<file path="src/rtl/seg_addsub_pipe_pkg.sv">
// Shared types and defaults for the segmented add/sub pipeline.
// Provides the BN254 field-element word type, default geometry, and the
// segment-sum layout (carry bit above a SEGW-bit value).
package seg_addsub_pipe_pkg;

  localparam int unsigned FP_W     = 272;
  localparam int unsigned DEF_NSEG = 4;   // default segment count == default latency
  localparam int unsigned DEF_TAGW = 8;
  localparam int unsigned DEF_SEGW = FP_W / DEF_NSEG;

  typedef logic [FP_W-1:0] uint_fp_t;

  // Segment sum at the default geometry; modules with other SEGW declare the
  // same layout locally at their own width.
  typedef struct packed {
    logic                carry;
    logic [DEF_SEGW-1:0] val;
  } seg_sum_t;

endpackage

</file>
<file path="src/rtl/seg_carry_stage.sv">
// One carry-resolve pipeline stage.
// Ports: clk, rst_n, adv (global advance); vld_i/sub_i/tag_i/seg_i from the
// previous stage; vld_o/sub_o/tag_o/seg_o registered towards the next stage.
// Folds the carry of segment IDX-1 into segment IDX and clears that carry.
module seg_carry_stage
  import seg_addsub_pipe_pkg::*;
#(
  parameter int unsigned SEGW = DEF_SEGW,
  parameter int unsigned NSEG = DEF_NSEG,
  parameter int unsigned TAGW = DEF_TAGW,
  parameter int unsigned IDX  = 1
) (
  input  logic                     clk,
  input  logic                     rst_n,
  input  logic                     adv,
  input  logic                     vld_i,
  input  logic                     sub_i,
  input  logic [TAGW-1:0]          tag_i,
  input  logic [NSEG-1:0][SEGW:0]  seg_i,
  output logic                     vld_o,
  output logic                     sub_o,
  output logic [TAGW-1:0]          tag_o,
  output logic [NSEG-1:0][SEGW:0]  seg_o
);

  typedef struct packed {
    logic            carry;
    logic [SEGW-1:0] val;
  } seg_t;

  seg_t [NSEG-1:0] seg_in;
  seg_t [NSEG-1:0] seg_d, seg_q;
  logic            vld_d, vld_q;
  logic            sub_d, sub_q;
  logic [TAGW-1:0] tag_d, tag_q;

  assign seg_in = seg_i;

  // Shift forward on adv; the incoming carry cannot overflow SEGW+1 bits.
  always_comb begin
    vld_d = vld_q;
    sub_d = sub_q;
    tag_d = tag_q;
    seg_d = seg_q;
    if (adv) begin
      vld_d              = vld_i;
      sub_d              = sub_i;
      tag_d              = tag_i;
      seg_d              = seg_in;
      seg_d[IDX]         = seg_t'(seg_in[IDX] + (SEGW+1)'(seg_in[IDX-1].carry));
      seg_d[IDX-1].carry = 1'b0;
    end
  end

  always_ff @(posedge clk or negedge rst_n) begin
    if (!rst_n) begin
      vld_q <= 1'b0;
      sub_q <= 1'b0;
      tag_q <= '0;
      seg_q <= '0;
    end else begin
      vld_q <= vld_d;
      sub_q <= sub_d;
      tag_q <= tag_d;
      seg_q <= seg_d;
    end
  end

  assign vld_o = vld_q;
  assign sub_o = sub_q;
  assign tag_o = tag_q;
  assign seg_o = seg_q;

endmodule

</file>
<file path="src/rtl/seg_addsub_pipe.sv">
// Pipelined wide add/sub with segment-serial carry resolution.
// Ports: clk, rst_n; in_valid/in_ready/in_sub/in_x/in_y/in_tag input
// handshake; out_valid/out_ready/out_z/out_flag/out_tag result handshake.
// Latency NSEG cycles; one global advance stalls the whole pipe.
module seg_addsub_pipe
  import seg_addsub_pipe_pkg::*;
#(
  parameter int unsigned W    = $bits(uint_fp_t),
  parameter int unsigned NSEG = DEF_NSEG,
  parameter int unsigned TAGW = DEF_TAGW
) (
  input  logic            clk,
  input  logic            rst_n,
  input  logic            in_valid,
  output logic            in_ready,
  input  logic            in_sub,
  input  logic [W-1:0]    in_x,
  input  logic [W-1:0]    in_y,
  input  logic [TAGW-1:0] in_tag,
  output logic            out_valid,
  input  logic            out_ready,
  output logic [W-1:0]    out_z,
  output logic            out_flag,
  output logic [TAGW-1:0] out_tag
);

  localparam int unsigned SEGW = W / ((NSEG == 0) ? 1 : NSEG);

  if (NSEG < 1 || TAGW < 1 || (W % ((NSEG == 0) ? 1 : NSEG)) != 0) begin : g_bad_cfg
    $error("seg_addsub_pipe: W must be a multiple of NSEG, NSEG >= 1, TAGW >= 1");
  end

  logic adv;

  // Stage 0: independent per-segment sums, carry-in 1 on segment 0 for sub.
  logic [NSEG-1:0][SEGW:0] s0_d, s0_q;
  logic                    v0_d, v0_q;
  logic                    sub0_d, sub0_q;
  logic [TAGW-1:0]         tag0_d, tag0_q;
  logic [W-1:0]            yp;

  always_comb begin
    s0_d   = s0_q;
    v0_d   = v0_q;
    sub0_d = sub0_q;
    tag0_d = tag0_q;
    yp     = in_sub ? ~in_y : in_y;
    if (adv) begin
      v0_d   = in_valid;
      sub0_d = in_sub;
      tag0_d = in_tag;
      for (int unsigned i = 0; i < NSEG; i++) begin
        s0_d[i] = (SEGW+1)'(in_x[i*SEGW +: SEGW]) + (SEGW+1)'(yp[i*SEGW +: SEGW])
                + (SEGW+1)'(in_sub && (i == 0));
      end
    end
  end

  always_ff @(posedge clk or negedge rst_n) begin
    if (!rst_n) begin
      s0_q   <= '0;
      v0_q   <= 1'b0;
      sub0_q <= 1'b0;
      tag0_q <= '0;
    end else begin
      s0_q   <= s0_d;
      v0_q   <= v0_d;
      sub0_q <= sub0_d;
      tag0_q <= tag0_d;
    end
  end

  // Carry-resolve chain: stage k folds segment k-1's carry into segment k.
  logic [NSEG-1:0][SEGW:0] seg_w [NSEG];
  logic                    vld_w [NSEG];
  logic                    sub_w [NSEG];
  logic [TAGW-1:0]         tag_w [NSEG];

  assign seg_w[0] = s0_q;
  assign vld_w[0] = v0_q;
  assign sub_w[0] = sub0_q;
  assign tag_w[0] = tag0_q;

  for (genvar k = 1; k < NSEG; k++) begin : g_stage
    seg_carry_stage #(
      .SEGW (SEGW),
      .NSEG (NSEG),
      .TAGW (TAGW),
      .IDX  (k)
    ) u_stage (
      .clk   (clk),
      .rst_n (rst_n),
      .adv   (adv),
      .vld_i (vld_w[k-1]),
      .sub_i (sub_w[k-1]),
      .tag_i (tag_w[k-1]),
      .seg_i (seg_w[k-1]),
      .vld_o (vld_w[k]),
      .sub_o (sub_w[k]),
      .tag_o (tag_w[k]),
      .seg_o (seg_w[k])
    );
  end

  // Output view of the last stage; lower carries are already cleared.
  logic [NSEG-1:0][SEGW:0] last_seg;
  logic [NSEG-1:0]         carry_unused;

  assign last_seg = seg_w[NSEG-1];

  for (genvar i = 0; i < NSEG; i++) begin : g_out
    assign out_z[i*SEGW +: SEGW] = last_seg[i][SEGW-1:0];
    assign carry_unused[i]       = last_seg[i][SEGW];
  end

  assign out_valid = vld_w[NSEG-1];
  assign out_tag   = tag_w[NSEG-1];
  // Sub produces carry = NOT borrow, so invert it to report X < Y.
  assign out_flag  = sub_w[NSEG-1] ^ last_seg[NSEG-1][SEGW];

  assign adv      = ~out_valid | out_ready;
  assign in_ready = adv;

endmodule
</file>
<file path="config.mk">
export PLATFORM = sky130hd
export DESIGN_NAME = seg_addsub_pipe
export DESIGN_NICKNAME = d
export VERILOG_FILES = /design/src/rtl/seg_addsub_pipe_pkg.sv /design/src/rtl/seg_carry_stage.sv /design/src/rtl/seg_addsub_pipe.sv
export SDC_FILE = /design/constraint.sdc
export NUM_CORES = 2
export LEC_CHECK = 0
export BUFFER_PORTS_ARGS = -buffer_cell sky130_fd_sc_hd__buf_2
export CAP_MARGIN = 10
export CORE_UTILIZATION = 45
export DETAILED_ROUTE_END_ITERATION = 8
export HOLD_SLACK_MARGIN = 0.05
export PLACE_DENSITY = 0.67
export SETUP_SLACK_MARGIN = 0.2
export SYNTH_ARGS = -nofsm -noshare
export SYNTH_HDL_FRONTEND = slang
export SYNTH_SLANG_ARGS = --single-unit
</file>
<file path="constraint.sdc">
create_clock -name clk -period 2.39 [get_ports clk]
set_input_delay 0.478 -clock clk [delete_from_list [all_inputs] [get_ports clk]]
set_output_delay 0.478 -clock clk [all_outputs]
set_load 0.01 [all_outputs]
</file>
==> parameters.txt <==
Parameter                              Value

Yosys
  Count of mapped cells out of synthesis    7947
  Number of flops mapped to enable cells by yosys    0
  Synth async-reset ratio    100.0%
  Number of distinct library cells after synthesis    94
  Portion of the post-synthesis area used by sequential elements    43.37%
  Top_reg_cell synth    dfrtp_1
  Portion of synthesized cell area occupied by the leading cell type    43.37%
  Synth top area cells    dfrtp_1 43%, nand2_1 15%, xor2_1 6.7%
  Most common cell in the synthesized netlist    nand2_1
  Synthesized area    65660 sq um
  Net count after synthesis    8785
  Library cell occupying the most area in the post-synthesis netlist    dfrtp_1
  Cell types with the highest counts after synthesis    2586 x nand2_1, 1138 x dfrtp_1, 509 x a21oi_1
  Syn avg cell area    8.262 sq um
  Count of warnings emitted by yosys    0
  Register bit count reported by yosys    1138

Final layout
  Cell Count, Final, Fillers Out    11905
  Final cell area excluding filler cells    92290 sq um
  P&R area growth vs syn    40.55%
  Total Nets Final    10739
  Fill count    12191
  Fraction of layout instances using a drive strength above 1    34.30%

Clocking
  Number of clock buffers inserted by TritonCTS    131
  Maximum clock insertion buffer count    3
  CTS Root Buffer Type    clkbuf_16
  Register clock-pin slew on the reported worst setup and hold paths    0.06 ns
  CTS tree    done
  Clock latency on the worst-skew pair    0.78 ns
  CTS H-tree lvls    4
  Clock sink count    1138

Floorplan
  Effective utilization at floorplan    45.54%
  I/O pin cnt    840
  Core region area    144200 sq um
  Die boundary height    384.0 microns
  Area of the die    147400 sq um
  Site Rows    139
  X dimension of the die    384.0 microns

Power
  Switching power share of the total    38.83%
  Worst voltage drop across the vdd grid    0.0005865 V
  Lkg Pwr    45.61 nW
  Internal power    58.30 mW
  Power density cells    1033 nW/um^2
  Design Power    95.30 mW
  Switching component of the power    37.00 mW
  Part of the total power dissipated in the clock network    21.6%
  Combinational Power Share    40.8%
  Sequential group share of total power    37.7%

Worst setup path
  Maximum net fanout on the critical path    7
  Classification of the worst setup path    in2reg
  Worst Path Arrival    3.82 ns
  Critical Path Sink Type    flip-flop
  Setup crit start kind    input port
  Required time at the worst-slack endpoint    3.05 ns

STA
  Remaining max-slew budget at the tightest pin    56.86%
  Hold_ws    0.2053 ns
  Pins over their slew limit    0
  Final count of hold timing violations    0
  Final worst setup slack    -0.7758 ns
  Max Clk Rate    315.9 MHz
  Worst Tran Pin Value    0.6422 ns
  Final Cycle Share    132.5%
  Post-Route Skew    0.03359 ns
  Finish-stage setup viols    276
  Minimum clock period after layout    3.166 ns
  RSZ-0062 raised after global routing    true

Drt
  Drt initial violations    4124
  Length of routed met2 wiring    107.5 mm
  Met3 wirelength from detailed routing    11.51 mm
  Count of vias placed by the detailed router    61747
  Number of detailed-routing iterations run before antenna repair    7
  Wl on met1    98.72 mm
  Total detailed-routing wirelength    225.4 mm
  Final routed DRC violation total    0
  Avg Vias per Cell    5.187
  Remaining antenna violation count    0
  Detailed-route wire length per cell    18.93 microns
  Highest metal used    met5

GRT
  Vias in the first global route    59558
  Maximum number of pins on one net before global-route repair    105
  First-pass GRT wire length    336.9 mm
  Number of antenna violations at the first check in global routing    13
  Overall Global Routing Usage    29.26%
  GRT overflow    0

Place
  Dpl cells    11428
  Worst-case setup slack after placement    -1.770 ns
  Standard cell area after detailed placement    80390 sq um
  Final weighted congestion in routability-driven placement    0.9845
  IO Port Bufs    839
  Total half-perimeter wirelength after legalization and detailed placement    172.6 mm

Status
  Violations in the final reports    negative setup slack
  Status    finished with violations

Hold path
  HP Class    in2reg

Flow run
  Maximum Capacitance Violations    0
==> through the flow <==
stage,util (%),setup TNS (ns)
detailed placement,55.75,-344.20
global route,64.01,-125.68
global placement,55.75,-334.44
finish,64.01,-103.56
CTS,60.61,-79.16
floorplan,-,-176.65
==> worst paths after layout <==
check,startpoint,to,slack [ns],cells after the start
min,in_x[135],s0_q[137],0.21,4
max reg2reg,g_stage[2].u_stage.seg_o[206],g_stage[3].u_stage.seg_o[271],-0.26,13
min reg2reg,g_stage[1].u_stage.seg_o[110],g_stage[2].u_stage.seg_o[110],0.46,2
max,in_sub,s0_q[194],-0.78,21
max in group asynchronous,rst_n,g_stage[2].u_stage.seg_o[240],1.14,3
min in group asynchronous,rst_n,s0_q[258],0.24,2
==> registers in the layout (all words and copies together) (netlist names) <==
name                   cells
g_stage.u_stage.seg_o    822
g_stage.u_stage.sub_o      3
g_stage.u_stage.tag_o     24
g_stage.u_stage.vld_o      3
s0_q                     276
sub0_q                     1
tag0_q                     8
v0_q                       1
==> layout by cell type (no fill, tap or decap), types with 37 or more instances in the layout <==
cell type,n
a21oi_2,86
nor2_4,50
buf_6,169
nor2_1,388
clkbuf_16,135
xor2_2,58
buf_4,1394
nand4_1,118
a21o_1,146
ha_1,250
xnor2_2,60
inv_1,83
nor3_1,37
nand2_2,37
o21ai_1,208
nand2_1,2535
xnor2_1,141
a21oi_1,401
and3_1,60
nand3_1,95
buf_2,837
o21bai_1,50
o21ai_0,179
buf_12,62
dfrtp_1,1137
o21ai_2,46
xor2_1,429
==> power groups by stage <==
| stage | sequential [mW] | combinational [mW] | clock, mW |
|---|---|---|---|
| finish | 35.9 | 38.8 | 20.6 |
| global route | 36.9 | 43.0 | 21.8 |
| CTS | 35.6 | 36.5 | 21.0 |
| detailed placement | 35.8 | 35.3 | 0 |
| global placement | 35.5 | 34.6 | 0 |
| floorplan | 33.7 | 23.2 | 0 |
==> cells by family after synthesis <==
logic type / share of synthesized area, %
AO/OA/AOI/OAI: 13.23
XOR/XNOR: 9.484
adder cells (fa/ha/maj): 5.400
buffers and inverters: 5.921
flip-flops: 43.37
multiplexers: 0.09338
AND/OR/NAND/NOR: 22.50
==> routing by layer <==
layer | global-route usage [%] | up-vias
met1 | 39.49 | 29936
met4 | 9.945 | 20
li1 | - | 30023
met2 | 47.72 | 1428
met3 | 4.597 | 340
met5 | 0 | -
==> timing repair <==
action	in CTS	in global routing
hold buffers	11	0
endpoints found under the setup margin	383	395
hold endpoints to repair	133	0
pin swaps	215	501
gates resized for setup	350	779
cloned	3	3
setup buffers	80	146
==> critical path, stage by stage <==
cell and delay, ns:
buf_16 0.13, buf_12 0.15, buf_12 0.15, buf_12 0.15, buf_12 0.15, buf_8 0.12
xor2_4 0.18, ha_4 0.33, buf_6 0.11, o21ai_4 0.05, a211oi_2 0.24, o21ai_2 0.11
a21bo_2 0.24, a21oi_2 0.13, o211ai_1 0.10, buf_4 0.18, a21oi_4 0.24, buf_6 0.15
o211ai_1 0.12, a21oi_1 0.21, nor3b_2 0.07
==> layout make-up <==
cell class | count | area [sq um] | area share, %
multi-input combinational | 6049 | 38340 | 41.54
sequential | 1138 | 28480 | 30.86
timing repair buffer | 2491 | 18260 | 19.79
clock buffer | 189 | 3840 | 4.161
tap | 1903 | 2381 | 2.580
clock inverter | 44 | 609.3 | 0.6603
inverter | 88 | 356.6 | 0.3864
timing repair inverter | 2 | 20.02 | 0.02169
antenna | 1 | 2.502 | 0.002712
(Power assumes the default switching activity.)
